File: src/rtl/cmp_result_collector.sv
// Collects single-bit domino comparator results into batches of BATCH bits.
// Each batch carries its length and hit count and is handed off over valid/ready.
module cmp_result_collector #(
    parameter int BATCH = 8,
    localparam int CW = $clog2(BATCH + 1)
) (
    input  logic             clk,
    input  logic             rst,
    input  logic             cmp_out,
    input  logic             in_valid,
    output logic             in_ready,
    input  logic             flush,
    output logic             out_valid,
    input  logic             out_ready,
    output logic [BATCH-1:0] batch_bits,
    output logic [CW-1:0]    batch_len,
    output logic [CW-1:0]    hit_count,
    output logic             dropped
);

    localparam logic S_COLLECT = 1'b0;
    localparam logic S_HOLD    = 1'b1;

    logic state;

    // batch_len doubles as the write index for the next accepted result.
    logic [BATCH-1:0] result_bit;
    logic [CW-1:0]    hit_inc;
    logic             last_slot;
    logic             close_early;

    assign in_ready    = (state == S_COLLECT);
    assign out_valid   = (state == S_HOLD);
    assign result_bit  = {{(BATCH-1){1'b0}}, cmp_out} << batch_len;
    assign hit_inc     = {{(CW-1){1'b0}}, cmp_out};
    assign last_slot   = (batch_len == CW'(BATCH - 1));
    assign close_early = flush && ((batch_len != '0) || in_valid);

    always_ff @(posedge clk or posedge rst) begin
        if (rst) begin
            state      <= S_COLLECT;
            batch_bits <= '0;
            batch_len  <= '0;
            hit_count  <= '0;
            dropped    <= 1'b0;
        end else begin
            case (state)
                S_COLLECT: begin
                    if (in_valid) begin
                        batch_bits <= batch_bits | result_bit;
                        batch_len  <= batch_len + CW'(1);
                        hit_count  <= hit_count + hit_inc;
                    end
                    if ((in_valid && last_slot) || close_early) begin
                        state <= S_HOLD;
                    end
                end
                S_HOLD: begin
                    if (out_ready) begin
                        // A result offered during the handshake belongs to the next batch's drop report.
                        state      <= S_COLLECT;
                        batch_bits <= '0;
                        batch_len  <= '0;
                        hit_count  <= '0;
                        dropped    <= in_valid;
                    end else if (in_valid) begin
                        dropped <= 1'b1;
                    end
                end
                default: state <= S_COLLECT;
            endcase
        end
    end

endmodule

File: config.mk
export PLATFORM = sky130hd
export DESIGN_NAME = cmp_result_collector
export DESIGN_NICKNAME = d
export VERILOG_FILES = /design/src/rtl/cmp_result_collector.sv
export SDC_FILE = /design/constraint.sdc
export NUM_CORES = 1
export LEC_CHECK = 0
export ABC_AREA = 1
export CORE_MARGIN = 3
export CORE_UTILIZATION = 40
export CTS_BUF_LIST = sky130_fd_sc_hd__clkbuf_8
export CTS_CLUSTER_SIZE = 14
export DETAILED_ROUTE_END_ITERATION = 10
export PLACE_DENSITY = 0.72
export SKIP_CTS_REPAIR_TIMING = 1
export SLEW_MARGIN = 20
export SYNTH_ARGS = -nofsm -noshare
export SYNTH_HDL_FRONTEND = slang
export SYNTH_SLANG_ARGS = --single-unit
export TNS_END_PERCENT = 30
File: constraint.sdc
create_clock -name clk -period 3.15 [get_ports clk]
set_input_delay 0.945 -clock clk [delete_from_list [all_inputs] [get_ports clk]]
set_output_delay 0.945 -clock clk [all_outputs]
set_load 0.02 [all_outputs]
; After elaboration in Yosys (flattened, before gate mapping)
; Cells that the tools add are included.
[op_classes]
n_div = 0
order_cmp = 0
n_mul = 0
n_reduce_logical = 8
n_bitwise = 2
shifts = 1
addsub = 2
eq_ne = 3
n_mux = 13
[ops]
columns = cell, n
row1 = 8-bit two-way mux, 2
row2 = 4-bit one-hot mux with 2 select lines, 2
row3 = 8-bit one-hot mux with 2 select lines, 1
row4 = 4-bit two-way mux, 3
row5 = 8-bit bitwise OR, 1
row6 = 1-bit by 4-bit << shifter with 8-bit output, 1
row7 = 4-bit by 1-bit adder with 4-bit output, 1
row8 = "4-bit by 1-bit adder with 4-bit output, second input constant", 1
row9 = "4-bit by 3-bit == test with 1-bit output, second input constant", 1
row10 = 1-bit two-way mux, 4
row11 = "2-bit != test, second input constant", 2
row12 = 2-bit AND reduction, 2
row13 = 4-bit nonzero test, 1
row14 = 1-bit logical AND, 2
row15 = 1-bit logical OR, 2
row16 = 1-bit one-hot mux with 2 select lines, 1
row17 = 2-bit nonzero test, 1
row18 = 1-bit NOT, 1
[word_totals]
latch_bits = 0
reg_bits = 18
rom_bits = 0
mem_count = 0
ramBits = 0
inputBits = 6
word_cells = 34

; Depth between registers and ports, before layout
; Gate-level depths: netlist of run 1.
[depth]
ltp_word = 6
mapped_depth = 7

; Worst setup path after synthesis of run 1
; No wires, ideal clock.
[synth_path]
path_type = in2reg
startpoint = input cmp_out
endpoint = register hit_count[1]
t_arrival_ns = 1.494
setup_time_ns = 0.117
setup_slack_ns = 1.538
t_required_ns = 3.033
stages = 4
path_buffers = 0
cell_sequence = ha_1 ha_1 nand2_1 nand2_1
[synth_via]
elab_chain_len = 3
[synth_rtl]
columns = item, line_no
row1 = from (decl), 9  ; input logic cmp_out,
row2 = 4-bit by 1-bit adder with 4-bit output, 52  ; hit_count <= hit_count + hit_inc;
row3 = 4-bit two-way mux, 49  ; if (in_valid) begin
row4 = 4-bit one-hot mux with 2 select lines, 47  ; case (state)
row5 = to (signal assigned), 52
row6 = to (decl), 17  ; output logic [CW-1:0] hit_count,
; Every way passes these cells. The select of a mux whose other input is x is not followed.
; A chain may end at the register's enable or synchronous reset.

; Final worst setup path of run 1
[layout_path]
startpoint = register state, in the netlist out_valid
endpoint = output in_ready
[layout_via]
elab_chain_len = 1
[layout_rtl]
columns = item, line_no
row1 = from (decl), 24  ; logic state;
row2 = from (signal assigned), 41  ; state <= S_COLLECT;
row3 = from (signal assigned), 55  ; state <= S_HOLD;
row4 = from (signal assigned), 61  ; state <= S_COLLECT;
row5 = 1-bit NOT, -
row6 = to (decl), 11  ; output logic in_ready,
; Every way passes these cells.

==> impl_metrics.ini, run 1 <==
[final_layout]
fillers = 174
design_area_um2 = 1200
layout.nets = 144
areaGrowthSynthToFinish_pct = 35.4
antenna-diode-count = 0
drive_above_1_share_pct = 6.77
layout.cells.non_filler = 160

[drt]
post_drt_wl_per_cell_um = 11.2
dr_total_vias = 766
dr.pass1.iters = 6
drt_iter0_drc = 10
antenna_violating_nets_post_route = 0
route.detailed.vias_per_inst = 4.79
route.final.wire_length_um = 1800
drc_errors = 0

[sta]
fin_crit_ns = 2.33
fin_skew_ns = 0.00331
clock.fmax_mhz = 428
max-slew-margin-rel_pct = 55.3
finalWorstSetupSlack_ns = 0.815
slew_violations = 0
finalHoldViolCount = 0
tns_ns = 0
finalSetupViolCount = 0
post_route_clock_period_utilization_pct = 74.1
tightestPinTransition_ns = 0.670
rsz0062_at_grt = false

[clocking]
worst_skew_pair.late_latency_ns = 0.25
cts-root-to-sink-buffers = 2
clk_root_buffer_cell = sky130_fd_sc_hd__clkbuf_8
tritoncts = done
clock-sinks = 18
number_of_buffers_inserted_during_clock_tree_synthesis = 3
clkTransAtPathRegs_ns = 0.07
ctsHtreeMaxLevel = 1

[setup_path]
path_cells = inv_2 > clkdlybuf4s50_1
reg2reg_depth = 6
critical_path.reg2reg.startpoint = out_valid
timing.critical_path.to_type = primary output
crit_required_ns = 2.20
crit_family = buffers and inverters
critPathMaxStageDelay_ns = 0.60
crit_slowest_cell = sky130_fd_sc_hd__clkdlybuf4s50_1
path_class = flip-flop to primary output
critical_path_arrival_ns = 1.39
cp_max_fo = 4
critical_path_buf_inv_count = 2
cp-start-kind = flip-flop
ff2ff_setup_slack_ns = 1.97
critical_path.reg2reg.endpoint = batch_len[2]

[synthesis]
synthesis.yosys.warnings = 0
area_of_the_mapped_netlist_um2 = 887
gate_count_after_technology_mapping = 106
yosys_register_bits = 18
yosysSeqAreaShare_pct = 50.8
syn-mean-instance-area_um2 = 8.37
synth_cell_types = 14
synthesis.nets = 116

[place]
gp_congestion = 0.772
post_detailed_placement_cell_area_um2 = 1150
buffer_ports.inserted = 24
place.detailed.hpwl_um = 1360
numPlacedInstances = 156
dp_worst_setup_slack_ns = 0.967

[floorplanning]
num_rows = 16
width_of_the_die_um = 53.1
dieArea_um2 = 2820
floorplan.io_pins = 25
placeableCoreArea_um2 = 2020
fp.dieH_um = 53.1
effective_utilization_at_floorplan_pct = 43.9

[global_route]
global_route.usage.total_pct = 15.2
via_count_of_the_first_global_routing_pass = 752
initial_antenna_violation_count = 0
sum_of_overflow_across_all_layers_after_global_routing = 0
grt_first_pass_wirelength_um = 3190
grt_max_degree = 19

[hold_path]
hold_end = dropped
min_path_cells = 2
hold_path_startpoint = dropped
worst_hold_class = flip-flop to flip-flop

[power_and_ir_drop]
cellPowerDensity_nw_per_um2 = 851
design_power_total_mw = 1.02
p_leak_nw = 0.564
max-vdd-ir-drop_v = 0.000473

[flow_run]
max_cap_viol_count = 0

[run_status]
run_status = finished clean
## sequential cells by signal, indices dropped and copies added, names as in the netlist
register	flops
dropped	1
batch_len	4
out_valid	1
batch_bits	8
hit_count	4
## placed cells by master (no fill, tap or decap)
cell / count
sky130_fd_sc_hd__nand2_2: 1
sky130_fd_sc_hd__nor2_1: 10
sky130_fd_sc_hd__nand3_2: 1
sky130_fd_sc_hd__clkinv_1: 1
sky130_fd_sc_hd__clkbuf_8: 4
sky130_fd_sc_hd__clkdlybuf4s50_1: 24
sky130_fd_sc_hd__ha_1: 4
sky130_fd_sc_hd__o21ai_0: 4
sky130_fd_sc_hd__dfrtp_1: 18
sky130_fd_sc_hd__inv_2: 1
sky130_fd_sc_hd__a21oi_1: 13
sky130_fd_sc_hd__nand2_4: 2
sky130_fd_sc_hd__nand2_1: 20
sky130_fd_sc_hd__inv_1: 18
sky130_fd_sc_hd__nand3_1: 12
## stage by stage
| step | hold WS [ns] | util (%) |
|---|---|---|
| floorplan | 0.588 | - |
| global placement | 0.479 | 56.7 |
| detailed placement | 0.488 | 56.7 |
| CTS | 0.508 | 59.4 |
| global route | 0.535 | 59.4 |
| finish | 0.495 | 59.4 |
## tightest hold or removal path: stages (launching register included)
cell,delay (ns)
sky130_fd_sc_hd__dfrtp_1,0.34
sky130_fd_sc_hd__nand2_1,0.05
sky130_fd_sc_hd__o21ai_0,0.07
## worst max path at each step
stage	from	endpoint	depth (start not counted)
floorplan	cmp_out	hit_count[1]	4
global placement	in_valid	batch_len[2]	6
detailed placement	cmp_out	hit_count[2]	6
CTS	out_valid	in_ready	2
global route	out_valid	in_ready	2
finish	out_valid	in_ready	2
## layout make-up
cell class | instances | area (um^2) | share of cell area, %
Multi-Input combinational cell | 67 | 347 | 28.9
Timing Repair Buffer | 24 | 240 | 20.0
Tap cell | 27 | 33.8 | 2.81
Inverter | 20 | 75.1 | 6.25
Sequential cell | 18 | 450 | 37.5
Clock buffer | 4 | 55.1 | 4.58
## report_power, final
group,switching (mW),leakage [nW],internal (mW)
sequential,0.0600,0.240,0.298
combinational,0.278,0.295,0.199
clock,0.0767,0.0288,0.111
total,0.414,0.564,0.608
## metal layers
| layer | global-route usage (%) | up-vias | wire, um |
|---|---|---|---|
| met5 | 0 | - | 0 |
| met4 | 5.11 | 0 | 17 |
| met3 | 2.82 | 2 | 77 |
| met2 | 26.9 | 16 | 896 |
| met1 | 18.3 | 362 | 805 |
| li1 | - | 386 | - |
## cells in the mapped netlist
cell	n	area, um^2
sky130_fd_sc_hd__a21oi_1	13	65.1
sky130_fd_sc_hd__buf_8	1	15.0
sky130_fd_sc_hd__clkinv_1	1	3.75
sky130_fd_sc_hd__dfrtp_1	18	450
sky130_fd_sc_hd__ha_1	4	50.1
sky130_fd_sc_hd__inv_1	18	67.6
sky130_fd_sc_hd__inv_2	1	3.75
sky130_fd_sc_hd__nand2_1	20	75.1
sky130_fd_sc_hd__nand2_2	1	6.26
sky130_fd_sc_hd__nand2_4	2	22.5
sky130_fd_sc_hd__nand3_1	12	60.1
sky130_fd_sc_hd__nand3_2	1	10.0
sky130_fd_sc_hd__nor2_1	10	37.5
sky130_fd_sc_hd__o21ai_0	4	20.0
## logic make-up after synthesis
group                    after synthesis  synth area share [%]
buffers and inverters                 21                  10.2
adder cells (fa/ha/maj)                4                  5.64
AND/OR/NAND/NOR                       46                  23.8
AO/OA/AOI/OAI                         17                  9.59
flip-flops                            18                  50.8
Note: power is estimated with default switching activity, not from simulation.
==> inputs of run 2 (changes only) <==
==> constraint.sdc (replaced) <==
create_clock -name clk -period 2.2 [get_ports clk]
set_input_delay 0.66 -clock clk [delete_from_list [all_inputs] [get_ports clk]]
set_output_delay 0.66 -clock clk [all_outputs]
set_load 0.02 [all_outputs]
==> run 2 against run 1 <==
Non-clock buffer count increased by 1; global-route usage down 0.33 points; clock power up 18%; sequential share of layout area is 0.20 points higher; via count is 0.91% higher; critical path type unchanged; largest cell class unchanged.
==> impl_metrics.ini, run 2 (same netlist as run 1, synthesis figures left out) <==
[run_status]
run_status = finished clean

[flow_run]
max_cap_viol_count = 0

[final_layout]
largest_reg_flops = 8
largest-register = batch_bits
drive_above_1_share_pct = 6.77
multi_input_comb_area_um2 = 347
final_common_cell = sky130_fd_sc_hd__clkdlybuf4s50_1
layout.nets = 145
antenna-diode-count = 0
area.sequential_um2 = 450
largest_registers_in_the_final_layout = batch_bits x8, batch_len x4, hit_count x4
areaGrowthSynthToFinish_pct = 34.7
fillers = 186
finish.utilization_pct = 59.1
design_area_um2 = 1190
layout_common_cells = sky130_fd_sc_hd__clkdlybuf4s50_1 (24), sky130_fd_sc_hd__nand2_1 (20), sky130_fd_sc_hd__inv_1 (18), sky130_fd_sc_hd__dfrtp_1 (18), sky130_fd_sc_hd__a21oi_1 (13)

[floorplanning]
effective_utilization_at_floorplan_pct = 43.9
placeableCoreArea_um2 = 2020
dieArea_um2 = 2820
num_rows = 16
width_of_the_die_um = 53.1
fp.dieH_um = 53.1
floorplan.io_pins = 25

[setup_path]
critPathMaxStageDelay_ns = 0.60
cp_max_fo = 4
crit_family = buffers and inverters
crit_slowest_cell = sky130_fd_sc_hd__clkdlybuf4s50_1
critical_path.reg2reg.startpoint = out_valid
timing.critical_path.to_type = primary output
path_class = flip-flop to primary output
crit_required_ns = 1.54
path_cells = inv_2 > clkdlybuf4s50_1
critical_path.reg2reg.endpoint = batch_len[2]
critPathLaunch = out_valid
cp-start-kind = flip-flop
reg2reg_depth = 6
ff2ff_setup_slack_ns = 1.03
critical_path_buf_inv_count = 2
critical_path_arrival_ns = 1.39

[sta]
max-slew-margin-rel_pct = 74.3
clock.fmax_mhz = 487
tns_ns = 0
post_route_clock_period_utilization_pct = 93.4
tightestPinTransition_ns = 0.385
finalWorstSetupSlack_ns = 0.146
finalHoldViolCount = 0
fin_crit_ns = 2.05
fin_skew_ns = 0.00398
slew_violations = 0
rsz0062_at_grt = false
finalSetupViolCount = 0

[place]
buffer_ports.inserted = 24
place.detailed.hpwl_um = 1310
post_detailed_placement_cell_area_um2 = 1150
dp_worst_setup_slack_ns = 0.314
gp_congestion = 0.776

[hold_path]
worst_hold_class = flip-flop to flip-flop
min_path_cells = 2
hold_end = dropped
hold_path_startpoint = dropped

[power_and_ir_drop]
max-vdd-ir-drop_v = 0.000655
design_power_total_mw = 1.41
p_leak_nw = 0.562
cellPowerDensity_nw_per_um2 = 1180

[global_route]
global_route.usage.total_pct = 14.9
met3_usage_pct = 1.97
initial_antenna_violation_count = 0
via_count_of_the_first_global_routing_pass = 729
use_met2_pct = 24.6
grt_first_pass_wirelength_um = 3090
grt.met1_usage_pct = 19.3
grt_max_degree = 19
grt_most_used_layer = met2
sum_of_overflow_across_all_layers_after_global_routing = 0

[clocking]
worst_skew_pair.late_latency_ns = 0.25
clock-sinks = 18
cts-root-to-sink-buffers = 2
tritoncts = done
ctsHtreeMaxLevel = 1
clk_root_buffer_cell = sky130_fd_sc_hd__clkbuf_8
clkTransAtPathRegs_ns = 0.07
number_of_buffers_inserted_during_clock_tree_synthesis = 3

[drt]
dr_total_vias = 773
drc_errors = 0
drt_iter0_drc = 10
antenna_violating_nets_post_route = 0
route.detailed.vias_per_inst = 4.83
route.final.wire_length_um = 1720
dr.pass1.iters = 4
post_drt_wl_per_cell_um = 10.8
## run 2: changes by cell type in the layout (fill, tap and decap cells not counted)
cell	change
sky130_fd_sc_hd__clkbuf_8	-1
sky130_fd_sc_hd__buf_4	+1
## run 2: how the worst max path moves through the flow
| stage | to | cells past startpoint | slack [ns] |
|---|---|---|---|
| detailed placement | hit_count[2] | 6 | 0.31 |
| finish | in_ready | 2 | 0.15 |
| floorplan | hit_count[1] | 4 | 0.87 |
| CTS | in_ready | 2 | 0.14 |
| global route | in_ready | 2 | 0.1 |
| global placement | batch_len[2] | 6 | 0.39 |
## run 2: cell type report
type	instances	area share, %
clock buffer	3	3.46
inverter	20	6.28
multi-input combinational	67	29.0
sequential	18	37.7
tap	27	2.83
timing repair buffer	25	20.7
## run 2: worst min-delay path: cells and delay by family, from the launching register on
kind	cells	cell delay, ns
flops	1	0.34
compound gates	1	0.06
simple gates	1	0.05
## run 2: per-stage QoR
step,hold WS (ns),instances
floorplan,0.588,106
global placement,0.479,157
detailed placement,0.485,157
CTS,0.500,160
global route,0.530,160
finish,0.492,160
## run 2: power breakdown
group          internal [mW]  switching [mW]
sequential             0.426          0.0870
combinational          0.285           0.391
clock                  0.121           0.101
total                  0.833           0.579
## run 2: layer usage
metal	vias to the layer above	wire, um
met4	0	32
li1	388	-
met1	357	765
met2	24	825
met5	-	0
met3	4	99
==> inputs of run 3 (changes only) <==
--- a/config.mk
+++ b/config.mk
@@ -6,6 +6,7 @@
 export NUM_CORES = 1
 export LEC_CHECK = 0
 export ABC_AREA = 1
+export CORE_ASPECT_RATIO = 1.1
 export CORE_MARGIN = 3
 export CORE_UTILIZATION = 40
 export CTS_BUF_LIST = sky130_fd_sc_hd__clkbuf_8
==> constraint.sdc (replaced) <==
create_clock -name clk -period 2.1 [get_ports clk]
set_input_delay 0.63 -clock clk [delete_from_list [all_inputs] [get_ports clk]]
set_output_delay 0.63 -clock clk [all_outputs]
set_load 0.02 [all_outputs]
==> run 3 against run 2 <==
Core utilization shrank 0.45 points; first-iteration DRC count shrank 20%; hold slack gained 0.013 ns; wire length grew 5.7%; worst setup slack lost 0.079 ns; power grew 8.9%.
==> impl_metrics.ini, run 3 (same netlist as run 1, synthesis figures left out) <==
[power_and_ir_drop]
cellPowerDensity_nw_per_um2 = 1270
p_leak_nw = 0.569
max-vdd-ir-drop_v = 0.000787

[global_route]
grt_max_degree = 19
global_route.usage.total_pct = 14.5
via_count_of_the_first_global_routing_pass = 751
initial_antenna_violation_count = 0
grt_first_pass_wirelength_um = 3210
sum_of_overflow_across_all_layers_after_global_routing = 0

[floorplanning]
effective_utilization_at_floorplan_pct = 43.0
fp.dieH_um = 55.4
width_of_the_die_um = 50.9
floorplan.io_pins = 25
num_rows = 17
dieArea_um2 = 2820
placeableCoreArea_um2 = 2060

[final_layout]
layout.nets = 145
largest-register = batch_bits
antenna-diode-count = 0
largest_reg_flops = 8
layout_common_cells = sky130_fd_sc_hd__clkdlybuf4s50_1 (24), sky130_fd_sc_hd__nand2_1 (20), sky130_fd_sc_hd__inv_1 (18), sky130_fd_sc_hd__dfrtp_1 (18), sky130_fd_sc_hd__a21oi_1 (13)
design_area_um2 = 1210
drive_above_1_share_pct = 7.46
final_common_cell = sky130_fd_sc_hd__clkdlybuf4s50_1
fillers = 197
areaGrowthSynthToFinish_pct = 36.4
largest_registers_in_the_final_layout = batch_bits x8, batch_len x4, hit_count x4

[setup_path]
crit_required_ns = 1.47
path_cells = inv_2 > clkdlybuf4s50_1
crit_slowest_cell = sky130_fd_sc_hd__clkdlybuf4s50_1
cp_max_fo = 4
critical_path_buf_inv_count = 2
critPathMaxStageDelay_ns = 0.61
cp-start-kind = flip-flop
timing.critical_path.to_type = primary output
critical_path_arrival_ns = 1.40
path_class = flip-flop to primary output
crit_family = buffers and inverters

[clocking]
ctsHtreeMaxLevel = 1
clk_root_buffer_cell = sky130_fd_sc_hd__clkbuf_8
cts-root-to-sink-buffers = 2
number_of_buffers_inserted_during_clock_tree_synthesis = 3
worst_skew_pair.late_latency_ns = 0.25
clkTransAtPathRegs_ns = 0.07
clock-sinks = 18
tritoncts = done

[drt]
route.final.wire_length_um = 1820
drt_iter0_drc = 8
antenna_violating_nets_post_route = 0
dr_total_vias = 775
route.detailed.vias_per_inst = 4.78
drc_errors = 0
dr.pass1.iters = 4
post_drt_wl_per_cell_um = 11.2

[place]
dp_worst_setup_slack_ns = 0.246
place.detailed.hpwl_um = 1360
post_detailed_placement_cell_area_um2 = 1150
buffer_ports.inserted = 24
gp_congestion = 0.737

[sta]
fin_skew_ns = 0.00153
rsz0062_at_grt = false
max-slew-margin-rel_pct = 71.4
finalWorstSetupSlack_ns = 0.0672
slew_violations = 0
post_route_clock_period_utilization_pct = 96.8
tightestPinTransition_ns = 0.427
finalHoldViolCount = 0
finalSetupViolCount = 0
fin_crit_ns = 2.03
clock.fmax_mhz = 492
tns_ns = 0

[run_status]
run_status = finished clean

[hold_path]
worst_hold_class = flip-flop to flip-flop

[flow_run]
max_cap_viol_count = 0
[run 3: cell count changes in the layout (fill, tap and decap cells not counted), sizes merged]
cell / before / now
clkbuf: 3 / 4
[run 3: final cells by class]
| class | count | area (um^2) | area share [%] |
|---|---|---|---|
| well taps | 28 | 35.0 | 2.90 |
| inverters | 20 | 75.1 | 6.20 |
| multi-input cells | 67 | 347 | 28.6 |
| clock buffers | 4 | 55.1 | 4.55 |
| repair buffers | 25 | 248 | 20.5 |
| flip-flops and latches | 18 | 450 | 37.2 |
[run 3: stage by stage]
| stage | hold slack, ns | utilization, % | std cells | power, mW |
|---|---|---|---|---|
| 2_1_floorplan | 0.569 | - | 106 | 0.975 |
| 3_3_place_gp | 0.470 | 56.0 | 158 | 1.25 |
| 3_5_place_dp | 0.494 | 56.0 | 158 | 1.27 |
| 4_1_cts | 0.511 | 58.6 | 162 | 1.55 |
| 5_1_grt | 0.543 | 58.6 | 162 | 1.64 |
| 6_report | 0.506 | 58.6 | 162 | 1.54 |
[run 3: worst reg2reg max path, cell delays in order, from the launching register on]
cell,delay (ns)
sky130_fd_sc_hd__dfrtp_1,0.41
sky130_fd_sc_hd__inv_1,0.08
sky130_fd_sc_hd__nor2_1,0.34
sky130_fd_sc_hd__nand3_1,0.13
sky130_fd_sc_hd__a21oi_1,0.14
[run 3: per-layer routing]
layer / vias up / routed length (um) / GRT usage, %
met1: 360 / 832 / 18.1
met2: 17 / 887 / 23.4
met4: 0 / 28 / 7.69
li1: 394 / - / -
met5: - / 0 / 0
met3: 4 / 71 / 2.70
[run 3: worst paths after layout]
kind                         startpoint       endpoint  slack [ns]  depth (start not counted)
max                           out_valid       in_ready        0.07                          2
max reg2reg                batch_len[2]  batch_bits[6]        0.93                          4
min                             dropped        dropped        0.51                          2
min in group asynchronous           rst  batch_bits[0]        0.68                          3
min reg2reg                     dropped        dropped        0.51                          2
max in group asynchronous           rst   batch_len[2]        1.22                          3
[run 3: report_power, final]
| part | internal (mW) | switching (mW) |
|---|---|---|
| clock | 0.166 | 0.116 |
| combinational | 0.298 | 0.415 |
| sequential | 0.446 | 0.0951 |
| total | 0.911 | 0.626 |
